==> src/rtl/instruction_decode_hazard.sv <==
`default_nettype none
// ============================================================================
//  instruction_decode_hazard
//  MIPS-style ID stage: decode, register file, hazard detection, branch/jump
//  resolution and the ID/EX pipeline register.
//  Revision: 1.0
// ============================================================================
module instruction_decode_hazard #(
    parameter int XLEN       = 32,
    parameter int NUM_REGS   = 32,
    parameter int BRANCH_FWD = 1,
    parameter int WB_BYPASS  = 1,
    localparam int REG_W     = $clog2(NUM_REGS)
) (
    input  logic             clk,
    input  logic             reset,

    input  logic             instrValidInput,
    input  logic [31:0]      instructionInput,
    input  logic [XLEN-1:0]  pc4Input,

    input  logic             regWriteInput,
    input  logic [REG_W-1:0] writeRegisterInput,
    input  logic [XLEN-1:0]  writeDataInput,

    input  logic             exMemReadInput,
    input  logic             exRegWriteInput,
    input  logic [REG_W-1:0] exRegisterInput,

    input  logic             memMemReadInput,
    input  logic             memRegWriteInput,
    input  logic [REG_W-1:0] memRegisterInput,
    input  logic [XLEN-1:0]  memDataInput,

    output logic             validOutput,
    output logic             memToRegOutput,
    output logic             regWriteOutput,
    output logic             memWriteOutput,
    output logic             memReadOutput,
    output logic             aluSrcOutput,
    output logic             regDstOutput,
    output logic [3:0]       aluOpOutput,
    output logic [XLEN-1:0]  immediateExtendedOutput,
    output logic [REG_W-1:0] addressRsOutput,
    output logic [REG_W-1:0] addressRtOutput,
    output logic [REG_W-1:0] addressRdOutput,
    output logic [XLEN-1:0]  dataRsOutput,
    output logic [XLEN-1:0]  dataRtOutput,
    output logic [XLEN-1:0]  pc4Output,

    output logic             stallOutput,
    output logic             branchControlOutput,
    output logic [XLEN-1:0]  pcBranchOutput,
    output logic             jumpOutput,
    output logic [XLEN-1:0]  pcJumpOutput,
    output logic             ifFlushOutput,
    output logic             illegalOutput,

    output logic [15:0]      stallCountOutput
);

    localparam logic [5:0] OP_RTYPE = 6'h00;
    localparam logic [5:0] OP_LW    = 6'h23;
    localparam logic [5:0] OP_SW    = 6'h2B;
    localparam logic [5:0] OP_ADDI  = 6'h08;
    localparam logic [5:0] OP_BEQ   = 6'h04;
    localparam logic [5:0] OP_BNE   = 6'h05;
    localparam logic [5:0] OP_J     = 6'h02;

    localparam logic [3:0] ALU_ADD  = 4'b0000;
    localparam logic [3:0] ALU_SUB  = 4'b0001;
    localparam logic [3:0] ALU_FUNC = 4'b0010;

    // ------------------------------------------------------------------
    // Instruction fields
    // ------------------------------------------------------------------
    logic [5:0]       opcode;
    logic [REG_W-1:0] rs;
    logic [REG_W-1:0] rt;
    logic [REG_W-1:0] rd;
    logic [XLEN-1:0]  imm_ext;

    assign opcode  = instructionInput[31:26];
    assign rs      = instructionInput[21 +: REG_W];
    assign rt      = instructionInput[16 +: REG_W];
    assign rd      = instructionInput[11 +: REG_W];
    assign imm_ext = {{(XLEN-16){instructionInput[15]}}, instructionInput[15:0]};

    // ------------------------------------------------------------------
    // Control decode
    // ------------------------------------------------------------------
    logic       legal;
    logic       uses_rt;
    logic       is_beq;
    logic       is_bne;
    logic       is_jump;
    logic       ctl_mem_to_reg;
    logic       ctl_reg_write;
    logic       ctl_mem_write;
    logic       ctl_mem_read;
    logic       ctl_alu_src;
    logic       ctl_reg_dst;
    logic [3:0] ctl_alu_op;

    always_comb begin
        legal          = 1'b1;
        uses_rt        = 1'b0;
        is_beq         = 1'b0;
        is_bne         = 1'b0;
        is_jump        = 1'b0;
        ctl_mem_to_reg = 1'b0;
        ctl_reg_write  = 1'b0;
        ctl_mem_write  = 1'b0;
        ctl_mem_read   = 1'b0;
        ctl_alu_src    = 1'b0;
        ctl_reg_dst    = 1'b0;
        ctl_alu_op     = ALU_ADD;
        case (opcode)
            OP_RTYPE: begin
                uses_rt       = 1'b1;
                ctl_reg_dst   = 1'b1;
                ctl_reg_write = 1'b1;
                ctl_alu_op    = ALU_FUNC;
            end
            OP_LW: begin
                ctl_alu_src    = 1'b1;
                ctl_mem_read   = 1'b1;
                ctl_mem_to_reg = 1'b1;
                ctl_reg_write  = 1'b1;
            end
            OP_SW: begin
                uses_rt       = 1'b1;
                ctl_alu_src   = 1'b1;
                ctl_mem_write = 1'b1;
            end
            OP_ADDI: begin
                ctl_alu_src   = 1'b1;
                ctl_reg_write = 1'b1;
            end
            OP_BEQ: begin
                uses_rt    = 1'b1;
                is_beq     = 1'b1;
                ctl_alu_op = ALU_SUB;
            end
            OP_BNE: begin
                uses_rt    = 1'b1;
                is_bne     = 1'b1;
                ctl_alu_op = ALU_SUB;
            end
            OP_J: begin
                is_jump = 1'b1;
            end
            default: begin
                legal = 1'b0;
            end
        endcase
    end

    // ------------------------------------------------------------------
    // Register file (entry 0 is never written, so it stays zero)
    // ------------------------------------------------------------------
    logic [XLEN-1:0] regs [NUM_REGS];

    always_ff @(posedge clk or posedge reset) begin
        if (reset) begin
            for (int i = 0; i < NUM_REGS; i++) begin
                regs[i] <= '0;
            end
        end else if (regWriteInput && (writeRegisterInput != '0)) begin
            regs[writeRegisterInput] <= writeDataInput;
        end
    end

    logic            wb_hit_rs;
    logic            wb_hit_rt;
    logic [XLEN-1:0] read_rs;
    logic [XLEN-1:0] read_rt;

    assign wb_hit_rs = (WB_BYPASS != 0) && regWriteInput &&
                       (writeRegisterInput != '0) && (writeRegisterInput == rs);
    assign wb_hit_rt = (WB_BYPASS != 0) && regWriteInput &&
                       (writeRegisterInput != '0) && (writeRegisterInput == rt);

    always_comb begin
        read_rs = regs[rs];
        read_rt = regs[rt];
        if (wb_hit_rs) begin
            read_rs = writeDataInput;
        end
        if (wb_hit_rt) begin
            read_rt = writeDataInput;
        end
    end

    // ------------------------------------------------------------------
    // Hazard detection
    // ------------------------------------------------------------------
    logic ex_hit_rs;
    logic ex_hit_rt;
    logic mem_hit_rs;
    logic mem_hit_rt;
    logic load_use;
    logic branch_stall;
    logic mem_wait_stall;
    logic stall;
    logic [XLEN-1:0] branch_a;
    logic [XLEN-1:0] branch_b;

    assign ex_hit_rs  = (exRegisterInput  != '0) && (exRegisterInput  == rs);
    assign ex_hit_rt  = (exRegisterInput  != '0) && (exRegisterInput  == rt);
    assign mem_hit_rs = (memRegisterInput != '0) && (memRegisterInput == rs);
    assign mem_hit_rt = (memRegisterInput != '0) && (memRegisterInput == rt);

    assign load_use = legal && exMemReadInput && (ex_hit_rs || (uses_rt && ex_hit_rt));

    // With forwarding, an ALU result in MEM feeds the comparator directly;
    // without it the branch must wait for that result to reach write-back.
    generate
        if (BRANCH_FWD != 0) begin : g_branch_fwd
            assign mem_wait_stall = 1'b0;
            assign branch_a = (memRegWriteInput && mem_hit_rs) ? memDataInput : read_rs;
            assign branch_b = (memRegWriteInput && mem_hit_rt) ? memDataInput : read_rt;
        end else begin : g_branch_stall
            assign mem_wait_stall = memRegWriteInput && (mem_hit_rs || mem_hit_rt);
            assign branch_a = read_rs;
            assign branch_b = read_rt;
        end
    endgenerate

    assign branch_stall = (is_beq || is_bne) &&
                          ((exRegWriteInput && (ex_hit_rs || ex_hit_rt)) ||
                           (memMemReadInput && (mem_hit_rs || mem_hit_rt)) ||
                           mem_wait_stall);

    assign stall = instrValidInput && (load_use || branch_stall);

    // ------------------------------------------------------------------
    // Branch / jump resolution
    // ------------------------------------------------------------------
    logic operands_equal;
    logic go;

    assign operands_equal      = (branch_a == branch_b);
    assign go                  = instrValidInput && !stall;
    assign stallOutput         = stall;
    assign branchControlOutput = go && ((is_beq && operands_equal) || (is_bne && !operands_equal));
    assign pcBranchOutput      = pc4Input + (imm_ext << 2);
    assign jumpOutput          = go && is_jump;
    assign pcJumpOutput        = {pc4Input[XLEN-1:28], instructionInput[25:0], 2'b00};
    assign ifFlushOutput       = branchControlOutput || jumpOutput;
    assign illegalOutput       = instrValidInput && !legal;

    // ------------------------------------------------------------------
    // ID/EX register: a bubble is all zeros
    // ------------------------------------------------------------------
    logic load_idex;

    assign load_idex = go && legal;

    always_ff @(posedge clk or posedge reset) begin
        if (reset) begin
            validOutput             <= 1'b0;
            memToRegOutput          <= 1'b0;
            regWriteOutput          <= 1'b0;
            memWriteOutput          <= 1'b0;
            memReadOutput           <= 1'b0;
            aluSrcOutput            <= 1'b0;
            regDstOutput            <= 1'b0;
            aluOpOutput             <= '0;
            immediateExtendedOutput <= '0;
            addressRsOutput         <= '0;
            addressRtOutput         <= '0;
            addressRdOutput         <= '0;
            dataRsOutput            <= '0;
            dataRtOutput            <= '0;
            pc4Output               <= '0;
        end else if (load_idex) begin
            validOutput             <= 1'b1;
            memToRegOutput          <= ctl_mem_to_reg;
            regWriteOutput          <= ctl_reg_write;
            memWriteOutput          <= ctl_mem_write;
            memReadOutput           <= ctl_mem_read;
            aluSrcOutput            <= ctl_alu_src;
            regDstOutput            <= ctl_reg_dst;
            aluOpOutput             <= ctl_alu_op;
            immediateExtendedOutput <= imm_ext;
            addressRsOutput         <= rs;
            addressRtOutput         <= rt;
            addressRdOutput         <= rd;
            dataRsOutput            <= read_rs;
            dataRtOutput            <= read_rt;
            pc4Output               <= pc4Input;
        end else begin
            validOutput             <= 1'b0;
            memToRegOutput          <= 1'b0;
            regWriteOutput          <= 1'b0;
            memWriteOutput          <= 1'b0;
            memReadOutput           <= 1'b0;
            aluSrcOutput            <= 1'b0;
            regDstOutput            <= 1'b0;
            aluOpOutput             <= '0;
            immediateExtendedOutput <= '0;
            addressRsOutput         <= '0;
            addressRtOutput         <= '0;
            addressRdOutput         <= '0;
            dataRsOutput            <= '0;
            dataRtOutput            <= '0;
            pc4Output               <= '0;
        end
    end

    // ------------------------------------------------------------------
    // Saturating stall counter
    // ------------------------------------------------------------------
    always_ff @(posedge clk or posedge reset) begin
        if (reset) begin
            stallCountOutput <= '0;
        end else if (stall && (stallCountOutput != 16'hFFFF)) begin
            stallCountOutput <= stallCountOutput + 16'd1;
        end
    end

endmodule
`default_nettype wire

==> config.mk <==
export PLATFORM = sky130hd
export DESIGN_NAME = instruction_decode_hazard
export DESIGN_NICKNAME = d
export VERILOG_FILES = /design/src/rtl/instruction_decode_hazard.sv
export SDC_FILE = /design/constraint.sdc
export NUM_CORES = 2
export LEC_CHECK = 0
export BUFFER_PORTS_ARGS = -buffer_cell sky130_fd_sc_hd__buf_4
export CAP_MARGIN = 15
export CELL_PAD_IN_SITES_DETAIL_PLACEMENT = 1
export CELL_PAD_IN_SITES_GLOBAL_PLACEMENT = 2
export CORE_ASPECT_RATIO = 0.7
export CORE_MARGIN = 10
export CORE_UTILIZATION = 40
export DETAILED_ROUTE_END_ITERATION = 6
export GPL_TIMING_DRIVEN = 0
export PLACE_DENSITY = 0.84
export SYNTH_ARGS = -nofsm -noshare
export SYNTH_HDL_FRONTEND = slang
export SYNTH_SLANG_ARGS = --single-unit
==> constraint.sdc <==
create_clock -name clk -period 42.6 [get_ports clk]
set_clock_uncertainty 0.15 [all_clocks]
set_input_delay 12.78 -clock clk [delete_from_list [all_inputs] [get_ports clk]]
set_output_delay 12.78 -clock clk [all_outputs]
set_load 0.005 [all_outputs]
# After elaboration in Yosys (flattened, before gate mapping)
# Index checks and enable logic that the tools add are counted.
# op_classes
order_cmp	4
n_mux	38
n_eq_ne	14
bitwise_logic	3
reduce_logical	45
add_sub_neg	2
# ops
op	n
bitwise mux 1024 bit	1
two-way mux 32 bit	13
binary-select mux 32 bit (select 5 bit)	2
demux 32 bit (select 5 bit)	1
adder 32 bit	1
equality test 32 bit	1
equality test 5 bit	6
logical AND 1 bit	25
greater-or-equal comparator 6 bit (second input constant)	3
inverter 5 -> 6 bit	3
adder 16 x 1 -> 16 bit (second input constant)	1
two-way mux 1 bit	16
!= test 16 bit (second input constant)	1
two-way mux 5 bit	3
nonzero test 5 bit	3
equality test 6 x 3 -> 1 bit (second input constant)	2
equality test 6 bit (second input constant)	2
logical OR 1 bit	8
OR reduction 7 bit	1
equality test 6 x 2 -> 1 bit (second input constant)	1
equality test 6 x 4 -> 1 bit (second input constant)	1
logical NOT 6 bit	1
less-than comparator 6 x 1 -> 1 bit (second input constant)	1
OR reduction 3 bit	2
other kinds (5)	7
# totals
reg_bits	1193
output_inout_bits	239

# Logic depth before layout (Yosys ltp)
# logic_depth
ltp_word	12
ltp_mapped	19
depth_no_buf	15

# Worst setup path before layout
# OpenSTA, ideal clock, no wires.
# synth_path
kind	input to output
from	input instructionInput[21]
to	output ifFlushOutput
setup_slack_ps	13678
arrival_time_ps	15992
required_ps	29670
path_stages	15
path_cell_list	buf_4 buf_2 buf_2 mux4_2 a22oi_1 a21oi_1 o31ai_1 a221oi_1 o22ai_1 nand4_1 a2111oi_0 and4_1 nand4b_1 nand3_1 or2_1
# synth_via
elab_chain_cells	12
word_cells_on_any_way	33
# synth_rtl
element	line	rtl
start, declared	19	input logic [31:0] instructionInput,
inverter 5 -> 6 bit (implied by the code), or another cell as far along	185	read_rs = regs[rs];
binary-select mux 32 bit (select 5 bit), or another cell as far along	185	
two-way mux 32 bit (implied by the code), or another cell as far along (2 in series)	185	
two-way mux 32 bit / logical OR 1 bit (equally long branches)	187, 231	
two-way mux 32 bit / logical AND 1 bit (equally long branches)	221, 230	
equality test 32 bit / logical OR 1 bit (equally long branches)	243, 235	
logical NOT 1 bit / logical AND 1 bit (equally long branches)	246, 235	
logical AND 1 bit / logical NOT 1 bit (equally long branches)	246, 244	
logical OR 1 bit / logical AND 1 bit (equally long branches)	246, 244	
logical AND 1 bit (*)	246	assign branchControlOutput = go && ((is_beq && operands_equal) || (is_bne && !operands_equal));
net branchControlOutput	52	output logic branchControlOutput,
logical OR 1 bit (*)	250	assign ifFlushOutput = branchControlOutput || jumpOutput;
end, declared	56	output logic ifFlushOutput,
# The timed path passes the listed nets; every way through them passes the cells marked *. The select of a mux whose other input is x is not followed.

# Worst setup path in the final report
# layout_path
from	input instructionInput[21]
to	output ifFlushOutput
# layout_via
elab_chain_cells	12
word_cells_on_any_way	33
# layout_rtl
element	line
inverter 5 -> 6 bit (implied by the code), or another cell as far along	185
binary-select mux 32 bit (select 5 bit), or another cell as far along	185
two-way mux 32 bit (implied by the code), or another cell as far along (2 in series)	185
two-way mux 32 bit / logical OR 1 bit (equally long branches)	187, 231
two-way mux 32 bit / logical AND 1 bit (equally long branches)	221, 230
equality test 32 bit / logical OR 1 bit (equally long branches)	243, 235
logical NOT 1 bit / logical AND 1 bit (equally long branches)	246, 235
logical AND 1 bit / logical NOT 1 bit (equally long branches)	246, 244
logical OR 1 bit / logical AND 1 bit (equally long branches)	246, 244
logical AND 1 bit, on equally long branches	246, 248
logical OR 1 bit (*)	250
# Mark *: on every way between the ends. The rest lies on a longest branch, timed or not. The select of a mux whose other input is x is not followed.

==> results.cfg <==
[global_routing]
grt_start_max_net_pins = 46
grt_antenna_before_repair = 35
track_usage_pct = 33.6
globalRoute.totalOverflow = 0
wire_length_of_the_first_global_routing_pass_um = 412000
via_count_of_the_first_global_routing_pass = 49600

[worst_setup_path]
crit_type = input pin to primary output
slowest_stage_cell_cp = o21a_1
worst_r2r_path_depth = 5
r2r_path_start = regs[418]
critical_path_start_type = input pin
worstSetupEndpointType = primary output
timing.critical_path.slowest_cell_delay_ps = 950
r2r-end = dataRtOutput[2]
req_time_crit_path_ps = 29670
worstPathMaxFanout = 12
worstPathArrival_ps = 19130
flop2flop_setup_slack_ps = 39620
cp_cell_sequence = buf_4 > buf_2 > xnor2_1 > nand4_1 > nor3_2 > buf_6 > clkbuf_2 > o21a_1 > a221oi_1 > o22ai_1 > nand4_1 > a2111oi_0 > and4_1 > nand4b_1 > nand3_1 > or2_1 > buf_4

[run]
drv_cap = 0

[worst_hold_path]
holdCritStartpoint = regs[997]
hold_path_depth = 1
min-delay-path-class = flip-flop to flip-flop
holdPathEnd = regs[997]

[route]
initialDrtViolationCount = 7197
remaining_drc_errors = 0
drt-vias-per-instance = 6.74
total_vias_in_the_final_route = 49200
wire_per_inst_um = 41.4
drt_first_pass_iters = 6
ant_nets = 0
routed_wirelength_um = 302000

[yosys]
synth.largest_area_cell = dfrtp_1
post_synth_instance_area_mm2 = 0.0634
synth_area_per_cell_um2 = 14.2
synth_top_area_share_pct = 46.2
ys_top_cells_by_area = dfrtp_1, mux4_2, mux2_2
syn_inst = 4446
ys_dominant_reg_cell = dfrtp_1
synth-edff-count = 0
ys_types = 75
synth.yosys.seq_area_share_pct = 46.2
synth-async-reset-ratio_pct = 100
synthesis.yosys.warnings = 0
postSynthRegisterBits = 1170

[cts]
post_cts_hold_buffer_count = 0
htreeDepth = 3
clk_root_buffer_cell = clkbuf_16
clk_latency_ps = 820
post_cts.repair.setup_buffers = 0
cts.path.max_buffers = 3
cts-buffers-inserted = 119
cts_num_sinks = 1170
cts_tree = built
clkSlewWorstSetupHoldPaths_ps = 60
cts-resized-gates = 0

[cells_and_area]
register_area_mm2 = 0.0293
layout.core_utilization_pct = 47.8
final.fill_count = 15600
multi_input_area_mm2 = 0.0316
layout-drive-gt1-share_pct = 48.3
finalNetCount = 5256
syn_to_final_growth_pct = 18.9

[place]
place_ws_ps = 10980
dpl.hpwl_um = 223000
routabilityCongestion = 1.00
portBuffers = 374

[timing]
slew_viol_final = 0
clock.fmax_mhz = 31.2
setup_ws_ps = 10540
unrepaired_setup_endpoints_after_global_routing = false
timing.final.crit_period_ps = 32060
timing.final.crit_share_pct = 75.3
setup_total_negative_slack_ps = 0
timing.slew.headroom_pct = 5.93
worst-slew-pin-transition_ps = 1410
setup_viol = 0
report.final.hold_viol_count = 0
hold-worst-slack_ps = 332

[die]
placeableCoreArea_mm2 = 0.158
vertical_die_dimension_um = 353
dieWidth_um = 496
floorplan.initialDensity_pct = 40.2
floorplan.io_pins = 390
rows = 122
dieArea_mm2 = 0.175

[status]
result_of_the_run = finished, final reports clean

[power_and_ir_drop]
p_leak_nw = 33.0
design_power_total_mw = 3.46
power_density_mw_per_mm2 = 45.9
vdd_ir_drop_max_uv = 39.7
## logic make-up (layout without fill, tap and decap cells)
kind of cell | Yosys count | in the layout | share of synthesized area, %
simple gates | 514 | 514 | 4.08
flops | 1170 | 1170 | 46.2
compound gates | 457 | 457 | 4.87
mux | 1647 | 1647 | 38.9
fa+ha+maj | 31 | 31 | 0.624
xor+xnor | 97 | 97 | 1.34
buf+inv | 529 | 1257 | 4.00
other cells | 1 | 13 | 0.00592
## metal layers
layer	global-route usage, %	vias up	share of wire [%]
met1	43.3	26200	38
met4	14.9	44	5.4
met3	19.1	892	17
met2	45.1	3808	40
li1	-	18200	-
met5	2.66	-	0.32
## cell usage in the layout (no fill, tap or decap), types with 33 or more instances in the layout
master,count
a21oi_1,56
a22oi_1,59
and2_1,67
buf_12,33
buf_2,60
buf_4,468
buf_6,35
buf_8,60
clkbuf_1,306
clkbuf_16,119
dfrtp_1,1170
mux2_2,1009
mux2i_1,82
mux4_2,545
nand2_1,132
nor2_1,128
o21ai_0,103
o22ai_1,69
xnor2_1,58
xor2_1,38
## worst max-delay path by stage
stage / endpoint / cells after the start / from
after floorplan: addressRdOutput[0] / 1 / reset
after global placement: regs[791] / 2 / reset
after detailed placement: ifFlushOutput / 17 / instructionInput[22]
after CTS: ifFlushOutput / 17 / instructionInput[22]
after global routing: ifFlushOutput / 17 / instructionInput[22]
final: ifFlushOutput / 17 / instructionInput[21]
## worst max-delay path, delay by kind of cell
| family | cells | cell delay [ps] |
|---|---|---|
| AND/OR/NAND/NOR | 7 | 2510 |
| XOR/XNOR | 1 | 210 |
| buffers and inverters | 5 | 1850 |
| AO/OA/AOI/OAI | 4 | 1740 |
## Yosys cell counts (18+ instances only)
| library cell | instances |
|---|---|
| a21oi_1 | 56 |
| mux4_2 | 545 |
| xor2_1 | 38 |
| and2_1 | 67 |
| nor2b_1 | 25 |
| buf_6 | 21 |
| a22oi_1 | 59 |
| nand3_1 | 32 |
| o22ai_1 | 69 |
| inv_1 | 29 |
| clkbuf_1 | 308 |
| buf_4 | 85 |
| nor2_1 | 128 |
| buf_2 | 55 |
| nand4_1 | 18 |
| mux2i_1 | 84 |
| dfrtp_1 | 1170 |
| buf_1 | 28 |
| o21ai_0 | 104 |
| ha_1 | 30 |
| mux2_2 | 1009 |
| xnor2_1 | 59 |
| a221oi_1 | 19 |
| nor3_1 | 22 |
| nand2_1 | 132 |
## report_power, final
group	switching, mW	total, mW	internal, mW
clock network	0.502	1.16	0.663
registers	0.152	1.45	1.30
logic	0.420	0.847	0.427
total	1.07	3.46	2.39
## sequential cells by signal (all words and copies together) (netlist names)
register                 cells
addressRtOutput              5
regWriteOutput               1
regDstOutput                 1
aluSrcOutput                 1
stallCountOutput            16
addressRsOutput              5
regs                      1024
aluOpOutput                  2
validOutput                  1
addressRdOutput              4
memWriteOutput               1
memReadOutput                1
dataRtOutput                32
immediateExtendedOutput     12
dataRsOutput                32
pc4Output                   32
## per-stage QoR
| step | std cells | area (µm²) |
|---|---|---|
| 6_report | 7294 | 75300 |
| 3_3_place_gp | 6931 | 68800 |
| 3_5_place_dp | 7048 | 70900 |
| 5_1_grt | 7289 | 75300 |
| 4_1_cts | 7272 | 75200 |
| 2_1_floorplan | 4449 | 63400 |
## layout make-up
type / instances / area share [%]
Timing Repair Buffer: 504 / 6.61
Clock inverter: 48 / 0.973
Clock buffer: 176 / 4.66
Sequential cell: 1170 / 38.9
Tap cell: 2108 / 3.50
Antenna cell: 9 / 0.0299
Inverter: 32 / 0.164
Buffer: 497 / 3.25
Multi-Input combinational cell: 2750 / 41.9
Note: power is estimated with default switching activity, not from simulation.
